## src/rtl/score_unit.sv

```systemverilog
// BCD score accumulator: queues pellet/power/ghost award strobes, adds one award per clock,
// and tracks the ghost-chain multiplier, high score, extra-life award, saturation and lost events.
module score_unit #(
    parameter int DIGITS         = 6,
    parameter int PELLET_PTS     = 10,
    parameter int POWER_PTS      = 50,
    parameter int GHOST_BASE     = 200,
    parameter int EXTRA_LIFE_PTS = 10000,
    parameter int PEND_W         = 4
) (
    input  logic                  Clk,
    input  logic                  Reset_n,
    input  logic                  game_clear,
    input  logic                  pellet_eaten,
    input  logic                  power_eaten,
    input  logic                  ghost_eaten,
    input  logic                  power_end,
    output logic [4*DIGITS-1:0]   score,
    output logic [4*DIGITS-1:0]   high_score,
    output logic                  extra_life,
    output logic                  busy,
    output logic                  saturated,
    output logic                  dropped
);

    localparam int W = 4 * DIGITS;

    function automatic logic [W-1:0] to_bcd(input longint v);
        logic [W-1:0] r;
        longint       t;
        r = '0;
        t = v;
        for (int i = 0; i < DIGITS; i++) begin
            r[4*i +: 4] = 4'(t % 64'sd10);
            t           = t / 64'sd10;
        end
        return r;
    endfunction

    // An award or threshold wider than the score cannot be represented and counts as overflow.
    function automatic logic too_big(input longint v);
        longint lim;
        lim = 64'sd1;
        for (int i = 0; i < DIGITS; i++) begin
            lim = lim * 64'sd10;
        end
        return (v >= lim);
    endfunction

    function automatic logic [W:0] bcd_add(input logic [W-1:0] a, input logic [W-1:0] b);
        logic [W-1:0] s;
        logic         c;
        logic [4:0]   d;
        s = '0;
        c = 1'b0;
        for (int i = 0; i < DIGITS; i++) begin
            d = {1'b0, a[4*i +: 4]} + {1'b0, b[4*i +: 4]} + {4'b0000, c};
            if (d > 5'd9) begin
                s[4*i +: 4] = 4'(d - 5'd10);
                c           = 1'b1;
            end else begin
                s[4*i +: 4] = d[3:0];
                c           = 1'b0;
            end
        end
        return {c, s};
    endfunction

    // Returns {drop, next_count} for one pending counter.
    function automatic logic [PEND_W:0] pend_step(input logic [PEND_W-1:0] p,
                                                  input logic strobe, input logic consumed);
        logic [PEND_W-1:0] n;
        logic              drop;
        drop = 1'b0;
        if (consumed) begin
            n = strobe ? p : (p - {{(PEND_W-1){1'b0}}, 1'b1});
        end else if (strobe) begin
            if (p == {PEND_W{1'b1}}) begin
                n    = p;
                drop = 1'b1;
            end else begin
                n = p + {{(PEND_W-1){1'b0}}, 1'b1};
            end
        end else begin
            n = p;
        end
        return {drop, n};
    endfunction

    localparam logic [W-1:0] PELLET_BCD = to_bcd(longint'(PELLET_PTS));
    localparam logic [W-1:0] POWER_BCD  = to_bcd(longint'(POWER_PTS));
    localparam logic [W-1:0] GHOST0_BCD = to_bcd(longint'(GHOST_BASE));
    localparam logic [W-1:0] GHOST1_BCD = to_bcd(longint'(GHOST_BASE) * 64'sd2);
    localparam logic [W-1:0] GHOST2_BCD = to_bcd(longint'(GHOST_BASE) * 64'sd4);
    localparam logic [W-1:0] GHOST3_BCD = to_bcd(longint'(GHOST_BASE) * 64'sd8);
    localparam logic [W-1:0] THRESH_BCD = to_bcd(longint'(EXTRA_LIFE_PTS));
    localparam logic PELLET_BIG = too_big(longint'(PELLET_PTS));
    localparam logic POWER_BIG  = too_big(longint'(POWER_PTS));
    localparam logic GHOST0_BIG = too_big(longint'(GHOST_BASE));
    localparam logic GHOST1_BIG = too_big(longint'(GHOST_BASE) * 64'sd2);
    localparam logic GHOST2_BIG = too_big(longint'(GHOST_BASE) * 64'sd4);
    localparam logic GHOST3_BIG = too_big(longint'(GHOST_BASE) * 64'sd8);
    localparam logic THRESH_BIG = too_big(longint'(EXTRA_LIFE_PTS));
    localparam logic [W-1:0] NINES = {DIGITS{4'h9}};

    localparam logic [1:0] SEL_NONE   = 2'd0;
    localparam logic [1:0] SEL_PELLET = 2'd1;
    localparam logic [1:0] SEL_POWER  = 2'd2;
    localparam logic [1:0] SEL_GHOST  = 2'd3;

    logic [W-1:0]      score_r, high_r;
    logic [PEND_W-1:0] pend_pellet_r, pend_power_r, pend_ghost_r;
    logic [1:0]        idx_r;
    logic              armed_r, saturated_r, extra_life_r, busy_r, dropped_r;

    logic [1:0]        sel_s, idx_eff_s, idx_nx_s;
    logic [W-1:0]      award_s, new_score_s;
    logic              award_big_s, sat_hit_s, xl_hit_s;
    logic [W:0]        sum_s;
    logic [PEND_W:0]   pellet_nx_s, power_nx_s, ghost_nx_s;

    // Pick the award for this cycle by priority and value the ghost at the effective chain index.
    always_comb begin
        sel_s = SEL_NONE;
        if (ghost_eaten || (pend_ghost_r != '0)) begin
            sel_s = SEL_GHOST;
        end else if (power_eaten || (pend_power_r != '0)) begin
            sel_s = SEL_POWER;
        end else if (pellet_eaten || (pend_pellet_r != '0)) begin
            sel_s = SEL_PELLET;
        end else begin
            sel_s = SEL_NONE;
        end
        idx_eff_s = (power_eaten || power_end) ? 2'd0 : idx_r;
        if (sel_s == SEL_GHOST) begin
            idx_nx_s = (idx_eff_s == 2'd3) ? 2'd3 : (idx_eff_s + 2'd1);
        end else begin
            idx_nx_s = idx_eff_s;
        end
    end

    // Award value mux.
    always_comb begin
        award_s     = '0;
        award_big_s = 1'b0;
        case (sel_s)
            SEL_GHOST: begin
                case (idx_eff_s)
                    2'd0:    begin award_s = GHOST0_BCD; award_big_s = GHOST0_BIG; end
                    2'd1:    begin award_s = GHOST1_BCD; award_big_s = GHOST1_BIG; end
                    2'd2:    begin award_s = GHOST2_BCD; award_big_s = GHOST2_BIG; end
                    default: begin award_s = GHOST3_BCD; award_big_s = GHOST3_BIG; end
                endcase
            end
            SEL_POWER:  begin award_s = POWER_BCD;  award_big_s = POWER_BIG;  end
            SEL_PELLET: begin award_s = PELLET_BCD; award_big_s = PELLET_BIG; end
            default:    begin award_s = '0;         award_big_s = 1'b0;       end
        endcase
    end

    // Next score, saturation, extra-life detection and pending-counter updates.
    always_comb begin
        sum_s       = bcd_add(score_r, award_s);
        sat_hit_s   = saturated_r | sum_s[W] | award_big_s;
        new_score_s = sat_hit_s ? NINES : sum_s[W-1:0];
        xl_hit_s    = armed_r & ~THRESH_BIG & (new_score_s >= THRESH_BCD);
        pellet_nx_s = pend_step(pend_pellet_r, pellet_eaten, sel_s == SEL_PELLET);
        power_nx_s  = pend_step(pend_power_r,  power_eaten,  sel_s == SEL_POWER);
        ghost_nx_s  = pend_step(pend_ghost_r,  ghost_eaten,  sel_s == SEL_GHOST);
    end

    // State register; game_clear wipes the game but keeps the high score.
    always_ff @(posedge Clk or negedge Reset_n) begin
        if (!Reset_n) begin
            score_r       <= '0;
            high_r        <= '0;
            pend_pellet_r <= '0;
            pend_power_r  <= '0;
            pend_ghost_r  <= '0;
            idx_r         <= 2'd0;
            armed_r       <= 1'b1;
            saturated_r   <= 1'b0;
            extra_life_r  <= 1'b0;
            busy_r        <= 1'b0;
            dropped_r     <= 1'b0;
        end else if (game_clear) begin
            score_r       <= '0;
            pend_pellet_r <= '0;
            pend_power_r  <= '0;
            pend_ghost_r  <= '0;
            idx_r         <= 2'd0;
            armed_r       <= 1'b1;
            saturated_r   <= 1'b0;
            extra_life_r  <= 1'b0;
            busy_r        <= 1'b0;
            dropped_r     <= 1'b0;
        end else begin
            pend_pellet_r <= pellet_nx_s[PEND_W-1:0];
            pend_power_r  <= power_nx_s[PEND_W-1:0];
            pend_ghost_r  <= ghost_nx_s[PEND_W-1:0];
            idx_r         <= idx_nx_s;
            dropped_r     <= pellet_nx_s[PEND_W] | power_nx_s[PEND_W] | ghost_nx_s[PEND_W];
            busy_r        <= (pellet_nx_s[PEND_W-1:0] != '0) || (power_nx_s[PEND_W-1:0] != '0) ||
                             (ghost_nx_s[PEND_W-1:0] != '0);
            if (sel_s != SEL_NONE) begin
                score_r      <= new_score_s;
                saturated_r  <= sat_hit_s;
                extra_life_r <= xl_hit_s;
                armed_r      <= armed_r & ~xl_hit_s;
                if (new_score_s > high_r) begin
                    high_r <= new_score_s;
                end else begin
                    high_r <= high_r;
                end
            end else begin
                extra_life_r <= 1'b0;
            end
        end
    end

    assign score      = score_r;
    assign high_score = high_r;
    assign extra_life = extra_life_r;
    assign busy       = busy_r;
    assign saturated  = saturated_r;
    assign dropped    = dropped_r;

endmodule

```

## config.mk

```make
export PLATFORM = sky130hd
export DESIGN_NAME = score_unit
export DESIGN_NICKNAME = d
export VERILOG_FILES = /design/src/rtl/score_unit.sv
export SDC_FILE = /design/constraint.sdc
export NUM_CORES = 1
export LEC_CHECK = 0
export ABC_AREA = 1
export BUFFER_PORTS_ARGS = -buffer_cell sky130_fd_sc_hd__clkbuf_2
export CORE_MARGIN = 1
export CORE_UTILIZATION = 25
export DETAILED_ROUTE_END_ITERATION = 16
export PLACE_DENSITY = 0.45
export SLEW_MARGIN = 5
export SYNTH_ARGS = -nofsm -noshare
export SYNTH_HDL_FRONTEND = slang
export SYNTH_SLANG_ARGS = --single-unit
```

## constraint.sdc

```tcl
create_clock -name Clk -period 19.7 [get_ports Clk]
set_clock_uncertainty 0.05 [all_clocks]
set_input_delay 1.97 -clock Clk [delete_from_list [all_inputs] [get_ports Clk]]
set_output_delay 1.97 -clock Clk [all_outputs]
set_load 0.01 [all_outputs]
```

## Word level (Yosys, flattened, before mapping)

Index checks and enable logic that the tools add are counted.

- Equal/unequal tests: 9
- Bitwise logic cells: 7
- Add/subtract/negate cells: 24
- Magnitude comparators: 8
- Mux-type cells: 56
- Reductions and logical operators: 16

Operators by type and width:

| kind | count |
|---|---|
| 2-to-1 mux 4 bit | 21 |
| 2-to-1 mux 24 bit | 3 |
| one-hot mux 24 bit (3 select lines) | 1 |
| one-hot mux 13 bit (3 select lines) | 1 |
| adder 4 x 4 -> 5 bit | 6 |
| greater-than comparator 5 x 4 -> 1 bit, second input constant | 6 |
| adder 5 x 1 -> 5 bit | 5 |
| greater-or-equal comparator 24 x 17 -> 1 bit, second input constant | 1 |
| greater-than comparator 24 bit | 1 |
| 2-to-1 mux 1 bit | 24 |
| nonzero test 4 bit | 6 |
| subtractor 4 bit, second input constant | 6 |
| adder 4 x 1 -> 4 bit, second input constant | 3 |
| equality test 4 bit, second input constant | 3 |
| 2-to-1 mux 2 bit | 6 |
| subtractor 4 x 1 -> 4 bit, second input constant | 3 |
| equality test 2 bit, second input constant | 4 |
| logical OR 1 bit | 6 |
| equality test 2 x 1 -> 1 bit, second input constant | 2 |
| nonzero test 2 bit | 2 |
| bitwise OR 1 bit | 3 |
| AND reduction 3 bit | 1 |
| adder 2 x 1 -> 2 bit, second input constant | 1 |
| bitwise AND 1 bit | 2 |
| other kinds (2) | 3 |

- Bits of input ports: 7
- Logic and storage cells: 131
- Output and inout port bits: 52
- Register bits: 67

## Depth between registers and ports, before layout

Gate-level depths: netlist of run 1.

- Word-level depth: 33
- Mapped depth: 64
- Mapped depth without buffers: 61

## Worst setup path before layout of run 1

No wires, ideal clock.

- Kind: input-to-reg
- Start: in ghost_eaten
- End: reg high_r[4] (netlist: high_score[4])
- Stages on the path: 58
- Data arrival time: 9.472 ns
- Setup slack: 10.049 ns
- Library setup time: 0.129 ns
- Cells stage by stage: buf_2 -> nor2_1 -> nand3_1 -> nor2_1 -> inv_1 -> ha_1 -> fa_1 -> inv_1 -> ha_1 -> nor2_1 -> nor2_1 -> o211ai_2 -> nand2_1 -> ha_1 -> inv_1 -> fa_1 -> or2_1 -> nand2_1 -> [22 not listed] -> inv_1 -> nand3_4 -> nand3_4 -> buf_6 -> a21oi_1 -> inv_1 -> ha_1 -> nand2_1 -> nor2_1 -> nand4_1 -> nor2_2 -> nand2_1 -> nand3_1 -> nand2_2 -> buf_6 -> buf_6 -> nand2_1 -> o21ai_0

- Cells in the longest elaborated chain, start to end: 26
- Elaborated cells between the ends (all ways): 44
- Those cells by class: 15 x add/sub; 7 x order compare; 3 x eq/ne; 15 x mux; 1 x bitwise; 3 x reduce/logical

RTL lines:

| element | line | source |
|---|---|---|
| from (decl) | 16 | `input logic ghost_eaten,` |
| logical OR 1 bit * | 125 | `if (ghost_eaten \|\| (pend_ghost_r != '0)) begin` |
| 2-to-1 mux 2 bit * | 125 |  |
| equality test 2 x 1 -> 1 bit or equality test 2 bit (tied branches) | 146 | `case (sel_s)` |
| one-hot mux 24 bit (3 select lines) * | 146 |  |
| adder 4 x 4 -> 5 bit | 57 | `d = {1'b0, a[4*i +: 4]} + {1'b0, b[4*i +: 4]} + {4'b0000, c};` |
| greater-than comparator 5 x 4 -> 1 bit | 58 | `if (d > 5'd9) begin` |
| 2-to-1 mux 1 bit | 58 |  |
| adder 5 x 1 -> 5 bit | 57 |  |
| [11 not listed] | -- |  |
| adder 5 x 1 -> 5 bit | 57 |  |
| greater-than comparator 5 x 4 -> 1 bit | 58 |  |
| 2-to-1 mux 1 bit | 58 |  |
| bitwise OR 1 bit | 164 | `sat_hit_s = saturated_r \| sum_s[W] \| award_big_s;` |
| 2-to-1 mux 24 bit * | 165 | `new_score_s = sat_hit_s ? NINES : sum_s[W-1:0];` |
| via new_score_s[15] | 117 | `logic [W-1:0] award_s, new_score_s;` |
| greater-than comparator 24 bit * | 210 | `if (new_score_s > high_r) begin` |
| AND reduction 3 bit (no source line) * | -- |  |
| to (signal assigned) | 211 | `high_r <= new_score_s;` |
| to (signal assigned) | 213 | `high_r <= high_r;` |
| to (decl) | 111 | `logic [W-1:0] score_r, high_r;` |

The timed path passes the listed nets; every way through them passes the cells marked *.
A chain may end at the register's enable or synchronous reset.

## Worst setup path after layout of run 1

- Start: in ghost_eaten
- End: reg high_r[11] (netlist: high_score[11])

Same word-level chain as after synthesis.

==> results of run 1 <==
-- routing by layer --
metal / track usage / wire length, µm / up-vias
met3: 0.0330 / 449 / 11
met5: 0 / 0 / -
met1: 0.174 / 6290 / 2013
li1: - / - / 2242
met2: 0.228 / 6190 / 71
met4: 0.0409 / 160 / 0
-- final cells by class --
class / instances / area (µm²)
fillers: 2133 / 13800
multi-input cells: 450 / 2750
inverters: 127 / 477
clock inverters: 2 / 35.0
clock buffers: 12 / 267
repair buffers: 58 / 293
well taps: 265 / 332
flip-flops and latches: 67 / 1680
-- layout by cell type, fill, tap and decap left out --
cell | Yosys | final
nor2_4 | 1 | 1
o21ai_2 | 2 | 2
dfrtp_1 | 66 | 66
ha_1 | 63 | 63
a211oi_1 | 2 | 2
clkbuf_16 | 0 | 9
nor2_2 | 2 | 2
nand2_1 | 119 | 119
o21a_1 | 2 | 2
a31o_2 | 1 | 1
clkbuf_8 | 0 | 3
o21bai_1 | 1 | 1
nor2_1 | 44 | 44
buf_4 | 0 | 1
nor3_1 | 7 | 7
clkbuf_2 | 0 | 57
o211ai_1 | 4 | 4
inv_1 | 124 | 124
nand3_2 | 3 | 3
dfstp_2 | 1 | 1
o22ai_1 | 15 | 15
bufinv_16 | 0 | 1
nand2_2 | 9 | 9
a31oi_4 | 1 | 1
nand3_4 | 2 | 2
a31oi_1 | 1 | 1
fa_1 | 3 | 3
a21oi_1 | 29 | 29
xor2_1 | 8 | 8
o21ai_0 | 41 | 41
and2_1 | 1 | 1
inv_2 | 3 | 3
o21ai_1 | 20 | 20
clkinv_2 | 0 | 1
o211ai_2 | 1 | 1
xnor2_1 | 1 | 1
or2_1 | 2 | 2
nand3_1 | 57 | 57
nand4_1 | 8 | 8
-- stage by stage --
| step | util | hold slack, ns | setup WS (ns) |
|---|---|---|---|
| final | 0.298 | 0.425 | 8.95 |
| after global routing | 0.298 | 0.462 | 7.92 |
| after CTS | 0.298 | 0.434 | 8.86 |
| after detailed placement | 0.282 | 0.426 | 8.52 |
| after global placement | 0.282 | 0.413 | 8.70 |
| after floorplan | - | 0.407 | 10.05 |
-- kinds of logic (layout without fill, tap and decap cells) --
group                      Yosys count  count (layout)  share of synthesized area
DFF                                 67              67                      0.335
xor gates and xnor gates             9               9                     0.0157
AOI/OAI and AO/OA                  120             120                      0.135
adders and majority gates           66              66                      0.169
buffers and inverters              145             199                      0.117
and+or+nand+nor                    255             255                      0.229
-- where the power goes --
part           internal (mW)  switching (mW)  total, mW
Clock                  0.107          0.0618      0.169
Sequential             0.164          0.0238      0.187
Combinational          0.121           0.235      0.356
Total                  0.391           0.321      0.712
-- critical path: cells and delay by family --
kind                       cells  cell delay (ns)
adders and majority gates     13             3.47
and+or+nand+nor               26             3.33
buffers and inverters         11             1.10
AOI/OAI and AO/OA              3             0.80
xor gates and xnor gates       1             0.18
-- final timing paths --
| kind | start | end | slack, ns | cells past startpoint |
|---|---|---|---|---|
| max | ghost_eaten | high_score[11] | 8.95 | 54 |
| min | armed_r | extra_life | 0.42 | 2 |
| max reg2reg | pend_ghost_r[0] | high_score[11] | 10.19 | 54 |
| min reg2reg | armed_r | extra_life | 0.42 | 2 |
| max in group asynchronous | Reset_n | pend_ghost_r[2] | 17.28 | 1 |
| min in group asynchronous | Reset_n | high_score[22] | 1.72 | 1 |
-- state kept, by name, summed over array words and instances, names as in the netlist --
name	flops
high_score	24
score	24
pend_ghost_r	4
pend_pellet_r	4
pend_power_r	4
idx_r	2
armed_r	1
busy	1
dropped	1
extra_life	1
saturated	1
==> metrics.cfg, run 1 <==
[floorplanning]
ios = 59
core_um2 = 19600
start_util = 0.256
die_w_um = 144
row_count = 51
die_h_um = 144
die_area_um2 = 20600

[clocking]
post_cts_buffers = 0
cts_resized = 0
clkLatencyLatePin_ns = 0.34
holdBufCountCts = 0
clockBufferDepth = 2
cts.sinks = 67
cts_tree = yes
cts-htree-levels = 3
clkTransAtPathRegs_ns = 0.06
numCtsBuffers = 9
cts-root-buf = clkbuf_16

[power_and_ir_drop]
ir_worst_vdd_v = 0.0000462
power_density_nw_per_um2 = 122
leakage_nw = 3.12
finalPower_mw = 0.712

[finish]
fin_cells = 981
fin_area_um2 = 5830
layout.nets = 786
area_growth_pct = 16.3
antennaDiodeCount = 0
drive_gt1_frac = 0.137

[sta]
fin_crit_sh = 0.546
setup_tns_ns = 0
fmax_mhz = 93.0
maxSlewHeadroom = 0.380
final.min_clock_period_ns = 10.75
tightest_slew_ns = 0.930
rsz0062_at_grt = false
final_max_slew_viol_count = 0
hold_violations = 0
finalSetupViolations = 0

[flow_run]
drv_cap = 0

[yosys]
synth_warnings = 0
synthTopCellsByArea = dfrtp_1 (33%), ha_1 (16%), inv_1 (9.3%)
avgSynthCellArea_um2 = 7.57
synthesis.nets = 735
yosysMostFrequentCell = inv_1
yosys.area.top_type = dfrtp_1
ys.flop_type = dfrtp_1
synthCells = 662
synth-seq-cells = 67
synth_area_um2 = 5010
synthArstFlopShare = 1.00
synth.top_cells.by_count = inv_1 (124), nand2_1 (119), dfrtp_1 (66)
ys_types = 36
synth_seq_area_share = 0.335
synth_edf_count = 0
synth.top_cell.area_share = 0.329

[detailed_routing]
drc_errors = 0
detail-route-antenna-nets = 0
first_pass_iters = 4
drt_iter0_drc = 139
routed_wl_mm = 13.1
vias = 4337
routed_via_density = 4.42
wl_per_cell_um = 13.4

[min_path]
min_path_type = flip-flop to flip-flop

[setup_path]
endpoint_kind = flip-flop
crit_type = primary input to flip-flop
cp.required_ns = 19.88
crit_arrival_ns = 10.93
worst-path-max-fanout = 48
cp_slowest_cell = fa_1
slowest_delay_ns = 0.48
worstSetupStartpointType = primary input
crit_top_cell = ha_1

[global_routing]
grt_overflow = 0
grt_first_pass_wirelength_mm = 21.4
antenna_found_initial = 0
grt_pass1_vias = 4124
track_usage = 0.137
grt_max_degree = 68

[placement]
io_buffers = 58
dp.cells = 967
dp_hpwl_mm = 9.67
place_congestion = 0.806
dpl_cell_area_um2 = 5530

[outcome]
outcome = finished, final reports clean

(Power assumes the default switching activity.)
==> inputs of run 2 (changes only) <==
ABC_AREA = 0   (was 1)
clock period = 10.75 ns   (was 19.7 ns; I/O delays follow)
==> run 2 against run 1 <==
Hold slack gained 0.011 ns. Largest power group unchanged. Final cell count shrank 3.1%. Critical path depth shrank 7. First-iteration DRC count grew 42%. Design area grew 12%. Sequential share of layout area shrank 3.0 points. Global-route usage shrank 0.16 points. Clock power grew 77%. Non-clock buffer count grew 32. Synthesized cell count shrank 9.4%. Register-to-register slack lost 9.6 ns. Highest routed layer unchanged. Sequential power grew 100%. Critical endpoint is now high_score[23].
==> metrics.cfg, run 2 <==
[outcome]
outcome = finished, final reports clean  ; unchanged

[power_and_ir_drop]
switching_share = 0.410  ; was 0.451
power_density_nw_per_um2 = 277  ; was 122 nW/µm²
intPower_mw = 1.06  ; was 0.391 mW
leakage_nw = 3.19  ; was 3.12 nW
seqPwrFrac = 0.210  ; was 0.263
switchingPower_mw = 0.738  ; was 0.321 mW
pwr-share-clk = 0.166  ; was 0.237
ir_worst_vdd_v = 0.000128  ; was 0.0000462 V
power_frac_comb = 0.624  ; was 0.500
finalPower_mw = 1.80  ; was 0.712 mW

[sta]
setup_tns_ns = 0  ; unchanged
final_max_slew_viol_count = 0  ; unchanged
fmax_mhz = 97.1
finalSetupViolations = 0  ; unchanged
final.min_clock_period_ns = 10.30
tightest_slew_ns = 0.955  ; was 0.930 ns
fin_crit_sh = 0.958
maxSlewHeadroom = 0.363  ; was 0.380
hold_violations = 0  ; unchanged

[global_routing]
grt_pass1_vias = 4511  ; was 4124
grt_first_pass_wirelength_mm = 23.3  ; was 21.4 mm
track_usage = 0.135  ; was 0.137
grt_max_degree = 68  ; unchanged
grt_overflow = 0  ; unchanged
antenna_found_initial = 0  ; unchanged

[setup_path]
crit_top_cell = ha_1  ; unchanged
r2r_slack_ns = 0.58  ; was 10.19 ns
cp_slowest_cell = fa_1  ; unchanged
regToRegStartpoint = pend_pellet_r[0]  ; was pend_ghost_r[0]
cp.buffers_inverters = 9  ; was 11
crit_arrival_ns = 10.47  ; was 10.93 ns
slowest_delay_ns = 0.43  ; was 0.48 ns
endpoint_kind = flip-flop  ; unchanged
worst-path-max-fanout = 18  ; was 48
worstSetupStartpointType = primary input  ; unchanged
r2r-end = high_score[23]  ; was high_score[11]
cp.required_ns = 10.92  ; was 19.88 ns
crit_type = primary input to flip-flop  ; unchanged
crit_family = adder cells  ; unchanged
r2r_cells = 47  ; was 54

[detailed_routing]
routed_wl_mm = 14.8  ; was 13.1 mm
wl_per_cell_um = 15.5  ; was 13.4 µm
drc_errors = 0  ; unchanged
first_pass_iters = 4  ; unchanged
vias = 4536  ; was 4337
detail-route-antenna-nets = 0  ; unchanged
routed_via_density = 4.77  ; was 4.42
drt_iter0_drc = 198  ; was 139

[clocking]
clockBufferDepth = 2  ; unchanged
numCtsBuffers = 9  ; unchanged
cts-htree-levels = 3  ; unchanged
cts.sinks = 67  ; unchanged
clkLatencyLatePin_ns = 0.34  ; about the same
cts_tree = yes  ; unchanged
holdBufCountCts = 0  ; unchanged
clkTransAtPathRegs_ns = 0.06  ; about the same
cts-root-buf = clkbuf_16  ; unchanged

[finish]
num-fill-cells = 2190  ; was 2133
antennaDiodeCount = 0  ; unchanged
layout.nets = 744  ; was 786
drive_gt1_frac = 0.219  ; was 0.137
mostFrequentLayoutCell = dfrtp_1  ; was inv_1
area_growth_pct = 21.3  ; was 16.3%
layout_common_cells = dfrtp_1 (66), inv_1 (60), ha_1 (60)  ; was inv_1 (124), nand2_1 (119), dfrtp_1 (66)

[floorplanning]
die_h_um = 149  ; was 144 µm
die_w_um = 149  ; was 144 µm
row_count = 53  ; was 51
core_um2 = 21000  ; was 19600 µm²
die_area_um2 = 22100  ; was 20600 µm²
ios = 59  ; unchanged
start_util = 0.256  ; about the same

[yosys]
synth.top_cell.area_share = 0.307  ; was 0.329
synthesis.nets = 673  ; was 735
synth.top_cells.by_count = dfrtp_1 (66), ha_1 (63), inv_1 (60)  ; was inv_1 (124), nand2_1 (119), dfrtp_1 (66)
ys.flop_type = dfrtp_1  ; unchanged
yosysMostFrequentCell = dfrtp_1  ; was inv_1
synth_warnings = 0  ; unchanged
synth_edf_count = 0  ; unchanged
synth_seq_area_share = 0.312  ; was 0.335
synthTopCellsByArea = dfrtp_1 (31%), ha_1 (15%), mux2_4 (4.8%)  ; was dfrtp_1 (33%), ha_1 (16%), inv_1 (9.3%)
avgSynthCellArea_um2 = 8.95  ; was 7.57 µm²
synth-seq-cells = 67  ; unchanged
ys_types = 64  ; was 36
synthArstFlopShare = 1.00  ; unchanged
synthCells = 600  ; was 662
synth_area_um2 = 5370  ; was 5010 µm²
yosys.area.top_type = dfrtp_1  ; unchanged

[min_path]
min_to = armed_r  ; was extra_life
min_from = armed_r  ; unchanged
hold_depth = 2  ; unchanged
min_path_type = flip-flop to flip-flop  ; unchanged

[placement]
dp_hpwl_mm = 10.6  ; was 9.67 mm
place_congestion = 0.838  ; was 0.806
io_buffers = 58  ; unchanged

[flow_run]
drv_cap = 0  ; unchanged

run 2: kinds of logic after synthesis:
group	Yosys count	synth area share
AND/OR/NAND/NOR	195	0.185
AO/OA/AOI/OAI	133	0.171
buffers and inverters	91	0.0703
flip-flops	67	0.312
adder cells (fa/ha/maj)	66	0.158
multiplexers	34	0.0810
XOR/XNOR	14	0.0228
run 2: repair_timing:
action | CTS | global route
gates resized for setup | 0 | 19
setup buffers | 0 | 6
setup endpoints to repair | 0 | 24
run 2: power by group through the flow:
| stage | clock network [mW] | registers (mW) | logic (mW) |
|---|---|---|---|
| 3_5_place_dp | 0 | 0.381 | 0.921 |
| 6_report | 0.299 | 0.378 | 1.13 |
| 3_3_place_gp | 0 | 0.380 | 0.908 |
| 5_1_grt | 0.317 | 0.387 | 1.22 |
| 4_1_cts | 0.308 | 0.377 | 0.928 |
| 2_1_floorplan | 0 | 0.375 | 0.716 |
run 2: how the worst max path moves through the flow:
stage	from	end	slack, ns	depth (start not counted)
final	power_eaten	high_score[23]	0.45	47
after floorplan	ghost_eaten	high_score[11]	0.01	46
after detailed placement	ghost_eaten	high_score[23]	-0.07	44
after global routing	power_eaten	high_score[23]	-0.06	47
after global placement	ghost_eaten	high_score[23]	0.25	44
after CTS	ghost_eaten	high_score[23]	0.27	45
run 2: worst min-delay path: cells and delay by family, from the launching register on:
| kind | cells | cell delay [ns] |
|---|---|---|
| flip-flops | 1 | 0.37 |
| AND/OR/NAND/NOR | 2 | 0.12 |
run 2: per-layer routing:
metal	GRT usage	vias to the layer above	wire length, µm
met5	0	-	0
met1	0.177	2170	7070
met2	0.222	83	6920
li1	-	2262	-
met4	0.0557	0	309
met3	0.0190	21	475
run 2: through the flow:
stage,std cells,instance area (µm²),hold slack [ns],worst slack (ns),util
after floorplan,600,5380,0.412,0.0106,-
after global placement,927,6060,0.423,0.252,0.288
after detailed placement,927,6060,0.424,-0.0670,0.288
after CTS,943,6340,0.436,0.274,0.302
after global routing,951,6520,0.470,-0.0623,0.310
final,951,6520,0.435,0.455,0.310
run 2: cell type report:
type	instances	area (µm²)	area share
clock buffers	11	233	0.0357
clock inverters	5	53.8	0.00826
inverters	61	229	0.0351
multi-input cells	442	3370	0.518
flip-flops and latches	67	1680	0.258
well taps	275	344	0.0528
repair buffers	90	603	0.0926
